===== src/rtl/conv_layer_pkg.sv =====
// Shared types for the conv layer: cmd/ack handshake codes, input controller states, float constants.
package conv_layer_pkg;

    typedef enum logic [1:0] {
        CMD_IDLE          = 2'd0,
        CMD_PRELOAD_START = 2'd1,
        CMD_SHIFT_START   = 2'd2,
        CMD_LOAD_START    = 2'd3
    } cmd_t;

    typedef enum logic [1:0] {
        ACK_IDLE        = 2'd0,
        ACK_PRELOAD_FIN = 2'd1,
        ACK_SHIFT_FIN   = 2'd2,
        ACK_LOAD_FIN    = 2'd3
    } ack_t;

    typedef enum logic [2:0] {
        ST_IDLE     = 3'd0,
        ST_PRE_REQ  = 3'd1,
        ST_PRE_WAIT = 3'd2,
        ST_SH_REQ   = 3'd3,
        ST_SH_WAIT  = 3'd4,
        ST_LD_REQ   = 3'd5,
        ST_LD_WAIT  = 3'd6,
        ST_FIN      = 3'd7
    } ctrl_state_t;

    localparam logic [31:0] FLOAT32_ONE = 32'h3F80_0000;

endpackage


===== src/rtl/conv_layer_input_ctrl.sv =====
// Frame sequencer for the conv input interface: PRELOAD, then SHIFT/LOAD per output row.
// Optional ack watchdog enabled by defining CONV_IN_CTRL_WATCHDOG_EN.
module conv_layer_input_ctrl
    import conv_layer_pkg::*;
#(
    parameter int unsigned IMAGE_SIZE  = 8,
    parameter int unsigned KERNEL_SIZE = 3,
    parameter int unsigned ROW_W       = 3
`ifdef CONV_IN_CTRL_WATCHDOG_EN
    ,
    parameter int unsigned WDOG_CYCLES = 64
`endif
) (
    input  logic             clk,
    input  logic             rst_n,
    input  logic             start,
    input  logic             pause,
    input  logic [1:0]       ack,
    output logic [1:0]       cmd,
    output logic             enable,
    output logic             busy,
    output logic             done,
    output logic [ROW_W-1:0] row_idx,
    output logic             row_valid,
    output logic             err
);

    localparam int unsigned LAST_ROW = IMAGE_SIZE - KERNEL_SIZE;

    ctrl_state_t      state_q, state_d;
    cmd_t             cmd_q, cmd_d;
    logic             enable_q, enable_d;
    logic             busy_q, busy_d;
    logic             done_q, done_d;
    logic             row_valid_q, row_valid_d;
    logic [ROW_W-1:0] row_idx_q, row_idx_d;
    ack_t             ack_c;
    logic             ack_match_c;

    assign ack_c = ack_t'(ack);

    // A wait state only advances on its own completion code.
    assign ack_match_c = ((state_q == ST_PRE_WAIT) && (ack_c == ACK_PRELOAD_FIN)) ||
                         ((state_q == ST_SH_WAIT)  && (ack_c == ACK_SHIFT_FIN))   ||
                         ((state_q == ST_LD_WAIT)  && (ack_c == ACK_LOAD_FIN));

`ifdef CONV_IN_CTRL_WATCHDOG_EN
    localparam int unsigned WDOG_W = $clog2(WDOG_CYCLES + 1);

    logic [WDOG_W-1:0] wdog_q, wdog_d;
    logic              err_q, err_d;
    logic              in_wait_c;

    assign in_wait_c = (state_q == ST_PRE_WAIT) || (state_q == ST_SH_WAIT) ||
                       (state_q == ST_LD_WAIT);
`endif

    always_comb begin
        state_d     = state_q;
        cmd_d       = CMD_IDLE;
        enable_d    = enable_q;
        busy_d      = busy_q;
        done_d      = 1'b0;
        row_valid_d = 1'b0;
        row_idx_d   = row_idx_q;
`ifdef CONV_IN_CTRL_WATCHDOG_EN
        err_d       = err_q;
        wdog_d      = '0;
`endif
        case (state_q)
            ST_IDLE: begin
                if (start) begin
                    state_d   = ST_PRE_REQ;
                    busy_d    = 1'b1;
                    enable_d  = 1'b1;
                    row_idx_d = '0;
                end
            end
            ST_PRE_REQ: begin
                if (!pause) begin
                    cmd_d   = CMD_PRELOAD_START;
                    state_d = ST_PRE_WAIT;
                end
            end
            ST_PRE_WAIT: begin
                if (ack_match_c) state_d = ST_SH_REQ;
            end
            ST_SH_REQ: begin
                if (!pause) begin
                    cmd_d   = CMD_SHIFT_START;
                    state_d = ST_SH_WAIT;
                end
            end
            ST_SH_WAIT: begin
                if (ack_match_c) begin
                    row_valid_d = 1'b1;
                    if (row_idx_q == ROW_W'(LAST_ROW)) begin
                        state_d = ST_FIN;
                        done_d  = 1'b1;
                    end else begin
                        state_d = ST_LD_REQ;
                    end
                end
            end
            ST_LD_REQ: begin
                if (!pause) begin
                    cmd_d   = CMD_LOAD_START;
                    state_d = ST_LD_WAIT;
                end
            end
            ST_LD_WAIT: begin
                if (ack_match_c) begin
                    state_d   = ST_SH_REQ;
                    row_idx_d = row_idx_q + 1'b1;
                end
            end
            ST_FIN: begin
                state_d  = ST_IDLE;
                busy_d   = 1'b0;
                enable_d = 1'b0;
            end
        endcase
`ifdef CONV_IN_CTRL_WATCHDOG_EN
        // Abandon the frame if an ack never arrives; err stays set until reset.
        if (in_wait_c && !ack_match_c) begin
            if (wdog_q == WDOG_W'(WDOG_CYCLES - 1)) begin
                err_d   = 1'b1;
                state_d = ST_FIN;
                done_d  = 1'b1;
            end else begin
                wdog_d = wdog_q + 1'b1;
            end
        end
`endif
    end

    always_ff @(posedge clk or negedge rst_n) begin
        if (!rst_n) begin
            state_q     <= ST_IDLE;
            cmd_q       <= CMD_IDLE;
            enable_q    <= 1'b0;
            busy_q      <= 1'b0;
            done_q      <= 1'b0;
            row_valid_q <= 1'b0;
            row_idx_q   <= '0;
        end else begin
            state_q     <= state_d;
            cmd_q       <= cmd_d;
            enable_q    <= enable_d;
            busy_q      <= busy_d;
            done_q      <= done_d;
            row_valid_q <= row_valid_d;
            row_idx_q   <= row_idx_d;
        end
    end

`ifdef CONV_IN_CTRL_WATCHDOG_EN
    always_ff @(posedge clk or negedge rst_n) begin
        if (!rst_n) begin
            wdog_q <= '0;
            err_q  <= 1'b0;
        end else begin
            wdog_q <= wdog_d;
            err_q  <= err_d;
        end
    end

    assign err = err_q;
`else
    assign err = 1'b0;
`endif

    assign cmd       = cmd_q;
    assign enable    = enable_q;
    assign busy      = busy_q;
    assign done      = done_q;
    assign row_idx   = row_idx_q;
    assign row_valid = row_valid_q;

endmodule


===== config.mk =====
export PLATFORM = sky130hd
export DESIGN_NAME = conv_layer_input_ctrl
export DESIGN_NICKNAME = d
export VERILOG_FILES = /design/src/rtl/conv_layer_pkg.sv /design/src/rtl/conv_layer_input_ctrl.sv
export SDC_FILE = /design/constraint.sdc
export NUM_CORES = 1
export LEC_CHECK = 0
export BUFFER_PORTS_ARGS = -buffer_cell sky130_fd_sc_hd__buf_2
export CAP_MARGIN = 10
export CORE_MARGIN = 2
export CORE_UTILIZATION = 45
export CTS_BUF_LIST = sky130_fd_sc_hd__clkbuf_2 sky130_fd_sc_hd__clkbuf_4 sky130_fd_sc_hd__clkbuf_8
export DETAILED_ROUTE_END_ITERATION = 8
export PLACE_DENSITY = 0.69
export SLEW_MARGIN = 20
export SYNTH_ARGS = -nofsm -noshare
export SYNTH_HDL_FRONTEND = slang
export SYNTH_SLANG_ARGS = --single-unit

===== constraint.sdc =====
create_clock -name clk -period 3.63 [get_ports clk]
set_input_delay 0.1815 -clock clk [delete_from_list [all_inputs] [get_ports clk]]
set_output_delay 0.1815 -clock clk [all_outputs]
set_load 0.1 [all_outputs]

==> After elaboration in Yosys (flattened, before gate mapping) <==
Index checks and enable logic that the tools add are counted.
Widths: inputs -> output; s select.
{ "word_totals": {"memories": 0, "regBits": 11, "ram_bits": 0, "latchBits": 0, "output_inout_bits": 10, "mem_bits_ro": 0} }
{ "op_classes": {"order_cmp": 0, "n_addsub": 1, "n_reduce_logical": 12, "bitwise_logic": 0, "shifts": 0, "eq_ne": 18, "n_div": 0, "mux": 22, "n_mul": 0} }
{ "ops": {"columns": ["operator", "count"], "rows": [
  ["$mux 3", 8],
  ["$pmux 3 s7", 1],
  ["$eq 3x3->1 const B", 5],
  ["$ne 2x2->1 const B", 6],
  ["$mux 1", 7],
  ["$eq 3x2->1 const B", 2],
  ["$mux 2", 3],
  ["$pmux 2 s3", 1],
  ["$pmux 3 s2", 1],
  ["$reduce_and 6->1", 1],
  ["$eq 2x2->1 const B", 2],
  ["$reduce_bool 2->1", 2],
  ["$add 3x1->3 const B", 1],
  ["$eq 3x1->1 const B", 1],
  ["$logic_and 1x1->1", 3],
  ["$logic_not 3->1", 1],
  ["$reduce_and 3->1", 1],
  ["$eq 2x1->1 const B", 1],
  ["$logic_or 1x1->1", 2],
  ["$ne 2x1->1 const B", 1],
  ["$pmux 1 s2", 1],
  ["$reduce_and 2->1", 1],
  ["$reduce_or 2->1", 1]
]} }

==> Longest topological paths before layout <==
Gate-level depths: netlist of the first run.
{ "depth": {"word_depth": 6, "ltp_mapped": 5, "mapped_depth_nobuf": 4} }

==> Worst setup path after synthesis of the first run <==
No wires, ideal clock.
{ "synth_timing": {"kind": "reg-to-reg", "startpoint": "register row_idx_q[1], in the netlist row_idx[1]", "endpoint": "register row_idx_q[1], in the netlist row_idx[1]", "n_path_buf": 0, "period_less_slack_ns": 1.789, "setup_slack_ns": 1.841, "path_stages_with_launch": 5, "arrival_time_ns": 1.668, "setup_time_ns": 0.121, "path_cell_list": "dfrtp_1 -> inv_1 -> ha_1 -> mux2i_1 -> a22o_1"} }
{ "synth_via": {"elab_chain_len": 3} }
{ "synth_lines": {"columns": ["element", "line_no", "rtl"], "rows": [
  ["start, declared", "conv_layer_input_ctrl.sv:36", "logic [ROW_W-1:0] row_idx_q, row_idx_d;"],
  ["start signal, assigned", "conv_layer_input_ctrl.sv:153", "row_idx_q <= row_idx_d;"],
  ["$add 3x1->3", "conv_layer_input_ctrl.sv:114", "row_idx_d = row_idx_q + 1'b1;"],
  ["$mux 3", "conv_layer_input_ctrl.sv:112", "if (ack_match_c) begin"],
  ["$pmux 3 s2", "conv_layer_input_ctrl.sv:70", "case (state_q)"]
]} }
No other way between the ends. The select of a mux whose other input is x is not followed.
A chain may end at the register's enable or synchronous reset.

==> Worst setup path after layout of the first run <==
{ "layout_timing": {"startpoint": "register state_q[1]", "endpoint": "register state_q[0]"} }
{ "layout_via": {"elab_chain_len": 6, "elab_cells_between_ends": 22, "classes_between": "13 x eq/ne; 1 x mux; 8 x reduce/logical"} }
{ "layout_lines": {"columns": ["element", "line_no", "rtl"], "rows": [
  ["start, declared", "conv_layer_input_ctrl.sv:30", "ctrl_state_t state_q, state_d;"],
  ["start signal, assigned", "conv_layer_input_ctrl.sv:147", "state_q <= state_d;"],
  ["$eq 3x2->1 or $eq 3x3->1 (tied branches)", "conv_layer_input_ctrl.sv:43, conv_layer_input_ctrl.sv:70, conv_layer_input_ctrl.sv:44", null],
  ["$logic_and 1x1->1 (on tied branches)", "conv_layer_input_ctrl.sv:43, conv_layer_input_ctrl.sv:44", null],
  ["$logic_or 1x1->1", "conv_layer_input_ctrl.sv:43", "assign ack_match_c = ((state_q == ST_PRE_WAIT) && (ack_c == ACK_PRELOAD_FIN)) ||"],
  ["$logic_or 1x1->1", "conv_layer_input_ctrl.sv:44", "((state_q == ST_SH_WAIT) && (ack_c == ACK_SHIFT_FIN)) ||"],
  ["$ne 2x2->1 (no line) or $ne 2x1->1 (tied branches)", null, null],
  ["$reduce_and 6->1 (no line)", null, null]
]} }
Several ways; a longest one is shown, not always the timed one.

==> metrics.csv, run 1 <==
stage,metric,value,unit
floorplanning,boundaryPins,16,
finish,antenna-diode-count,0,
outcome,run_status,"finished, final reports clean",
finish,fraction_of_layout_cells_with_a_size_suffix_above_1,0.253,
worst_setup_path,worst_r2r_endpoint,state_q[0]$_DFFE_PN0P_,
finish,finalInstanceArea,722,um2
logic_synthesis,syn-num-nets,75,
clocking,tritoncts_clock_tree,built,
job,max_cap_violations,0,
grt,gr-usage-all-layers,0.150,
timing,rsz0062_at_grt,no,
floorplanning,fp.dieH,41.7,um
drt,drt-total-wl,1190,um
floorplanning,floorplan.initialDensity,0.486,
timing,finalSetupTns,0,ns
floorplanning,die-width,41.7,um
worst_setup_path,worst-endpoint-required,3.76,ns
grt,grt_pass1_wl,2000,um
place,preCtsSetupSlack,2.10,ns
timing,timing.final.setup_violations,0,
worst_setup_path,cp_cell_sequence,a21bo_2 > a2111oi_0 > a311oi_1,
finish,mostFrequentLayoutCell,sky130_fd_sc_hd__buf_2,
logic_synthesis,post_synth_main_area_contributors,"sky130_fd_sc_hd__dfrtp_1 43%, sky130_fd_sc_hd__nand4b_1 4.1%, sky130_fd_sc_hd__a21oi_1 3.9%",
clocking,htreeDepth,1,
worst_hold_path,timing.hold.worst.class,primary input to register,
worst_setup_path,startpoint_type,register,
worst_hold_path,min_delay_path_depth,2,
clocking,worst_setup_hold_path_clk_slew,0.08,ns
worst_setup_path,cp_num_buf_inv,0,
worst_setup_path,critical_path_arrival,1.71,ns
logic_synthesis,yosysWarnings,0,
drt,initialDrtViolationCount,10,
worst_setup_path,setup.worst_path.class,register to register,
worst_setup_path,rr_worst_depth,3,
timing,final_period_minus_worst_setup_slack,1.58,ns
timing,finalCritPeriodShare,0.435,
drt,detail_route.drc_violations,0,
timing,clock_skew,0.00408,ns
worst_setup_path,highest_fanout_seen_on_the_critical_path,17,
clocking,cts.repair_timing.setup_buffer_count,0,
drt,drt-pass1-iter-count,4,
timing,slew_violations,0,
logic_synthesis,synth-seq-cells,11,
timing,timing.final.ws_setup,2.05,ns
place,buffer_ports.inserted,14,
timing,max_freq,0.634,GHz
finish,syn2layout_area_growth,12.7,%
logic_synthesis,synth_top_cell_area_share,0.430,
clocking,clock-sinks,11,
clocking,tritoncts.num_buffers,3,
floorplanning,placeableCoreArea,1320,um2
worst_setup_path,setup.reg_to_reg.worst_slack,2.05,ns
worst_setup_path,timing.critical_path.to_type,register,
worst_setup_path,r2r_start,state_q[1]$_DFFE_PN0P_,
clocking,ctsResizeCount,0,
grt,grt_pass1_vias,443,
grt,globalRoute.totalOverflow,0,
logic_synthesis,synth.avg_cell_area,9.56,um2
drt,dr_total_vias,520,
finish,layout_common_cells,"14 x sky130_fd_sc_hd__buf_2, 11 x sky130_fd_sc_hd__dfrtp_1, 5 x sky130_fd_sc_hd__inv_1, 5 x sky130_fd_sc_hd__a21oi_1",
place,placed_cell_area,684,um2
floorplanning,floorplan.die_area,1740,um2
finish,fin_nets,88,
drt,ant_nets,0,
drt,via_count_normalized_by_instance_count,5.53,
clocking,clock_insertion_delay_worst_skew,0.27,ns
worst_hold_path,holdCritStartpoint,ack[0],
place,detailedPlacementHpwl,841,um
logic_synthesis,synth.cell_area,641,um2
logic_synthesis,yosysTopAreaCell,sky130_fd_sc_hd__dfrtp_1,
logic_synthesis,synth_sequential_area_ratio,0.430,
place,gp_routability_congestion,0.784,
worst_hold_path,hold_end,row_valid$_DFF_PN0_,
clocking,clock_tree.root_cell,sky130_fd_sc_hd__clkbuf_4,
timing,final-hold-violation-count,0,
floorplanning,core.rowCount,13,
worst_setup_path,max_stage_delay,0.66,ns
drt,routed_wire_length_per_instance,12.6,um
worst_setup_path,critical_path.slowest_cell,sky130_fd_sc_hd__dfrtp_1,
grt,grt_max_degree,18,
clocking,clock_tree.buffer_depth,2,
logic_synthesis,synthesis.instances,67,
logic_synthesis,post_synth_num_cell_types,32,
grt,initial_antenna_violation_count,0,
worst_setup_path,critical_path.top_delay_family,compound AO/OA/AOI/OAI gates,
[cell type report]
class / count / area, um2
clock buffers: 3 / 22.5
inverters: 5 / 18.8
fillers: 124 / 596
flip-flops and latches: 11 / 275
clock inverters: 1 / 5.00
well taps: 15 / 18.8
multi-input cells: 44 / 302
repair buffers: 15 / 80.1
[metal layers]
layer,wire length (um),up-vias,global-route usage
met5,0,-,0
met4,24,0,0.0774
met3,64,5,0.0391
met2,527,19,0.234
met1,569,234,0.190
li1,-,262,-
[state kept, by name (all words and copies together), names as in the netlist]
name       count
busy           1
row_valid      1
row_idx        3
cmd            2
done           1
state_q        3
[worst reg2reg max path, cell delays in order, from the launching register on]
cell	delay [ns]
sky130_fd_sc_hd__dfrtp_1	0.66
sky130_fd_sc_hd__a21bo_2	0.28
sky130_fd_sc_hd__a2111oi_0	0.42
sky130_fd_sc_hd__a311oi_1	0.09
[per-stage QoR]
step / util / hold WS [ns] / instances
global route: 0.548 / 0.209 / 94
CTS: 0.548 / 0.202 / 94
detailed placement: 0.519 / 0.0660 / 89
finish: 0.548 / 0.209 / 94
floorplan: - / -0.114 / 67
global placement: 0.519 / 0.0654 / 89
[worst max path at each step]
| stage | startpoint | endpoint | slack, ns | cells past startpoint |
|---|---|---|---|---|
| after global routing | state_q[1]$_DFFE_PN0P_ | state_q[0]$_DFFE_PN0P_ | 1.97 | 3 |
| after CTS | state_q[1]$_DFFE_PN0P_ | state_q[0]$_DFFE_PN0P_ | 2.04 | 3 |
| after global placement | state_q[1]$_DFFE_PN0P_ | state_q[0]$_DFFE_PN0P_ | 2.15 | 3 |
| final | state_q[1]$_DFFE_PN0P_ | state_q[0]$_DFFE_PN0P_ | 2.05 | 3 |
| after floorplan | row_idx[1]$_DFFE_PN0P_ | row_idx[1]$_DFFE_PN0P_ | 1.84 | 4 |
| after detailed placement | state_q[1]$_DFFE_PN0P_ | state_q[0]$_DFFE_PN0P_ | 2.10 | 3 |
[repair_timing]
action                                 in CTS  in global routing
hold buffers                                1                  0
setup endpoints to repair                   0                  0
endpoints found under the hold margin      11                  0
[cells by family (layout without fill, tap and decap cells)]
group | count (synthesis) | after routing | synth area share
compound gates | 17 | 17 | 0.178
buf+inv | 12 | 24 | 0.0996
flops | 11 | 11 | 0.430
xor+xnor | 2 | 2 | 0.0273
other cells | 1 | 1 | 0.00585
simple gates | 21 | 21 | 0.205
mux | 1 | 1 | 0.0156
fa+ha+maj | 2 | 2 | 0.0391
[cell usage after synthesis]
cell type / count
sky130_fd_sc_hd__conb_1: 1
sky130_fd_sc_hd__nor2b_1: 2
sky130_fd_sc_hd__a22o_1: 1
sky130_fd_sc_hd__or3b_1: 1
sky130_fd_sc_hd__o221ai_1: 1
sky130_fd_sc_hd__nand3_1: 2
sky130_fd_sc_hd__and4bb_2: 1
sky130_fd_sc_hd__a2111oi_0: 1
sky130_fd_sc_hd__a211o_1: 1
sky130_fd_sc_hd__nor2_1: 4
sky130_fd_sc_hd__and4b_1: 1
sky130_fd_sc_hd__o21ai_0: 4
sky130_fd_sc_hd__xnor2_1: 2
sky130_fd_sc_hd__clkbuf_1: 1
sky130_fd_sc_hd__buf_2: 3
sky130_fd_sc_hd__nand2_1: 3
sky130_fd_sc_hd__a311oi_1: 1
sky130_fd_sc_hd__a21oi_1: 5
sky130_fd_sc_hd__o31ai_1: 1
sky130_fd_sc_hd__buf_4: 2
sky130_fd_sc_hd__nand4_1: 1
sky130_fd_sc_hd__buf_6: 1
sky130_fd_sc_hd__nand4b_1: 3
sky130_fd_sc_hd__o211ai_1: 1
sky130_fd_sc_hd__a21bo_2: 1
sky130_fd_sc_hd__nor4_1: 1
sky130_fd_sc_hd__and3_1: 1
sky130_fd_sc_hd__dfrtp_1: 11
sky130_fd_sc_hd__mux2i_1: 1
sky130_fd_sc_hd__inv_1: 5
sky130_fd_sc_hd__nand2b_1: 1
sky130_fd_sc_hd__ha_1: 2
Power of run 1 is left out: the tool's default activity adds up to more than one toggle a clock period on the data nets, which glitch-free logic cannot reach.
==> inputs of run 2 (changes only) <==
--- a/config.mk
+++ b/config.mk
@@ -11,7 +11,7 @@
 export CORE_UTILIZATION = 45
 export CTS_BUF_LIST = sky130_fd_sc_hd__clkbuf_2 sky130_fd_sc_hd__clkbuf_4 sky130_fd_sc_hd__clkbuf_8
 export DETAILED_ROUTE_END_ITERATION = 8
-export PLACE_DENSITY = 0.69
+export PLACE_DENSITY = 0.72
 export SLEW_MARGIN = 20
 export SYNTH_ARGS = -nofsm -noshare
 export SYNTH_HDL_FRONTEND = slang
==> constraint.sdc (replaced) <==
create_clock -name clk -period 1.3 [get_ports clk]
set_input_delay 0.065 -clock clk [delete_from_list [all_inputs] [get_ports clk]]
set_output_delay 0.065 -clock clk [all_outputs]
set_load 0.1 [all_outputs]
==> run 2 against run 1 <==
Wire length up 19%; via count grew 5.8%; sequential cell count stayed put; worst hold slack lost 0.11 ns; non-clock buffer count grew 6; clock skew rose by 0.0014 ns; sequential share of layout area shrank 2.2 points; critical path type unchanged.
==> metrics.csv, run 2 (synthesis gave the netlist of run 1 again) <==
stage,metric,value,unit,change
outcome,run_status,"finished, final reports clean",,
finish,mostFrequentLayoutCell,sky130_fd_sc_hd__buf_2,,
place,preCtsSetupSlack,-0.0103,ns,-2.11 ns
grt,globalRoute.totalOverflow,0,,unchanged
drt,initialDrtViolationCount,15,,+5
finish,fraction_of_layout_cells_with_a_size_suffix_above_1,0.376,,+0.123
grt,grt_max_degree,14,,-4
finish,finalInstanceArea,793,um2,+9.9%
drt,detail_route.drc_violations,0,,unchanged
drt,ant_nets,0,,unchanged
floorplanning,boundaryPins,16,,unchanged
job,max_cap_violations,0,,unchanged
finish,fin_nets,94,,+6.8%
clocking,clock-sinks,11,,unchanged
timing,clock_skew,0.00551,ns,+0.00143 ns
drt,via_count_normalized_by_instance_count,5.50,,-0.58%
finish,sequential_area,285,um2,+3.6%
worst_setup_path,critical_path_arrival,1.43,ns,-0.28 ns
grt,gr-usage-all-layers,0.162,,+0.0112
timing,timing.final.ws_setup,0.0215,ns,-2.03 ns
power,fin_total_pwr,2.17,mW,
timing,final_period_minus_worst_setup_slack,1.28,ns,-0.300 ns
floorplanning,placeableCoreArea,1320,um2,unchanged
finish,fin_util,0.602,,+0.0541
timing,timing.final.setup_violations,0,,unchanged
place,gp_routability_congestion,0.788,,+0.52%
place,placed_cell_area,732,um2,+6.9%
worst_setup_path,setup.worst_path.class,register to register,,
power,clkPwrFrac,0.123,,
grt,initial_antenna_violation_count,0,,unchanged
clocking,tritoncts_clock_tree,built,,
power,cellPowerDensity,2730,nW/um2,
timing,finalCritPeriodShare,0.983,,+0.549
grt,grt_pass1_vias,498,,+12%
clocking,clock_tree.root_cell,sky130_fd_sc_hd__clkbuf_4,,
timing,slew_violations,0,,unchanged
timing,worst_hold_slack,0.100,ns,-0.109 ns
power,seqPwrFrac,0.270,,
finish,final.fill_count,110,,-11%
place,buffer_ports.inserted,14,,unchanged
clocking,clock_tree.buffer_depth,2,,unchanged
place,detailedPlacementHpwl,1030,um,+22%
clocking,clock_insertion_delay_worst_skew,0.27,ns,about the same
drt,dr_total_vias,550,,+5.8%
power,power_leakage,0.383,nW,
timing,rsz0062_at_grt,yes,,
floorplanning,floorplan.initialDensity,0.486,,unchanged
worst_setup_path,highest_fanout_seen_on_the_critical_path,6,,-11
clocking,tritoncts.num_buffers,3,,unchanged
power,worst_case_vdd_ir_drop,1.37,mV,
floorplanning,floorplan.die_area,1740,um2,unchanged
drt,drt-total-wl,1420,um,+19%
worst_hold_path,timing.hold.worst.class,primary input to register,,
clocking,worst_setup_hold_path_clk_slew,0.08,ns,about the same
timing,max_freq,0.782,GHz,+23%
worst_setup_path,timing.critical_path.to_type,register,,
worst_setup_path,worst-endpoint-required,1.45,ns,-2.31 ns
power,relative_contribution_of_combinational_cells_to_total_power,0.607,,
finish,multi_input_comb_area,315,um2,+4.6%
power,net-switching-power,1.19,mW,
floorplanning,die-width,41.7,um,unchanged
power,cellInternalPower,981,uW,
finish,layout_common_cells,"14 x sky130_fd_sc_hd__buf_2, 7 x sky130_fd_sc_hd__dfrtp_1, 6 x sky130_fd_sc_hd__buf_4, 5 x sky130_fd_sc_hd__inv_1, 5 x sky130_fd_sc_hd__a21oi_1",,
drt,routed_wire_length_per_instance,14.2,um,+12%
floorplanning,fp.dieH,41.7,um,unchanged
drt,drt-pass1-iter-count,4,,unchanged
finish,syn2layout_area_growth,23.8,%,
floorplanning,core.rowCount,13,,unchanged
finish,antenna-diode-count,0,,unchanged
timing,final-hold-violation-count,0,,unchanged
grt,grt_pass1_wl,2200,um,+10%
power,p_sw_frac,0.548,,
clocking,htreeDepth,1,,unchanged
worst_setup_path,startpoint_type,register,,
run 2: cell count changes in the layout (fill, tap and decap cells not counted), sizes merged:
cell	change
clkinv	-1
buf	+6
clkbuf	+1
run 2: timing repair:
item                                   CTS  global route
endpoints found under the hold margin   11             0
resized for setup                        1             2
hold buffers                             1             0
setup endpoints to repair                1             3
pin swaps                                0             3
setup buffers                            0             1
run 2: area by class of cell:
type / count / share of cell area
flip-flops and latches: 11 / 0.360
clock buffers: 4 / 0.0379
multi-input cells: 44 / 0.397
inverters: 5 / 0.0237
well taps: 15 / 0.0237
repair buffers: 21 / 0.158
run 2: power by group through the flow:
stage          Clock, mW  Sequential [mW]  Combinational [mW]
6_report           0.266            0.585                1.32
5_1_grt            0.282            0.601                1.39
4_1_cts            0.259            0.583                1.26
3_5_place_dp           0            0.589                1.25
3_3_place_gp           0            0.581                1.24
2_1_floorplan          0             1.03               0.571
run 2: per-layer routing:
layer | vias up | wire, um | part of all wire | global-route usage
met2 | 19 | 691 | 0.49 | 0.291
met5 | - | 0 | 0 | 0
li1 | 273 | - | - | -
met1 | 255 | 634 | 0.45 | 0.191
met4 | 0 | 8 | 0.0057 | 0.0387
met3 | 3 | 81 | 0.057 | 0.0391
run 2: path summary, 6_finish.rpt:
kind	startpoint	endpoint	slack, ns	depth (start not counted)
worst min-delay path	ack[1]	row_valid$_DFF_PN0_	0.10	3
worst max register to register	state_q[1]$_DFFE_PN0P_	row_idx[2]$_DFFE_PN0P_	0.02	3
min in group asynchronous	rst_n	row_valid$_DFF_PN0_	0.19	2
worst min register to register	row_idx[0]$_DFFE_PN0P_	row_idx[0]$_DFFE_PN0P_	0.55	1
max in group asynchronous	rst_n	row_idx[1]$_DFFE_PN0P_	0.89	2
worst max-delay path	state_q[1]$_DFFE_PN0P_	row_idx[2]$_DFFE_PN0P_	0.02	3
run 2: stage by stage:
stage,std cells,setup TNS [ns]
3_5_place_dp,94,-0.0103
6_report,100,0
3_3_place_gp,94,0
5_1_grt,100,-0.0418
2_1_floorplan,67,-0.0929
4_1_cts,99,0
run 2: worst max-delay path, stage by stage (launching register included):
cell and delay [ns]:
sky130_fd_sc_hd__dfrtp_1 0.43, sky130_fd_sc_hd__or3b_1 0.41, sky130_fd_sc_hd__a21oi_1 0.21, sky130_fd_sc_hd__o211ai_1 0.11
Note: power is estimated with default switching activity, not from simulation.
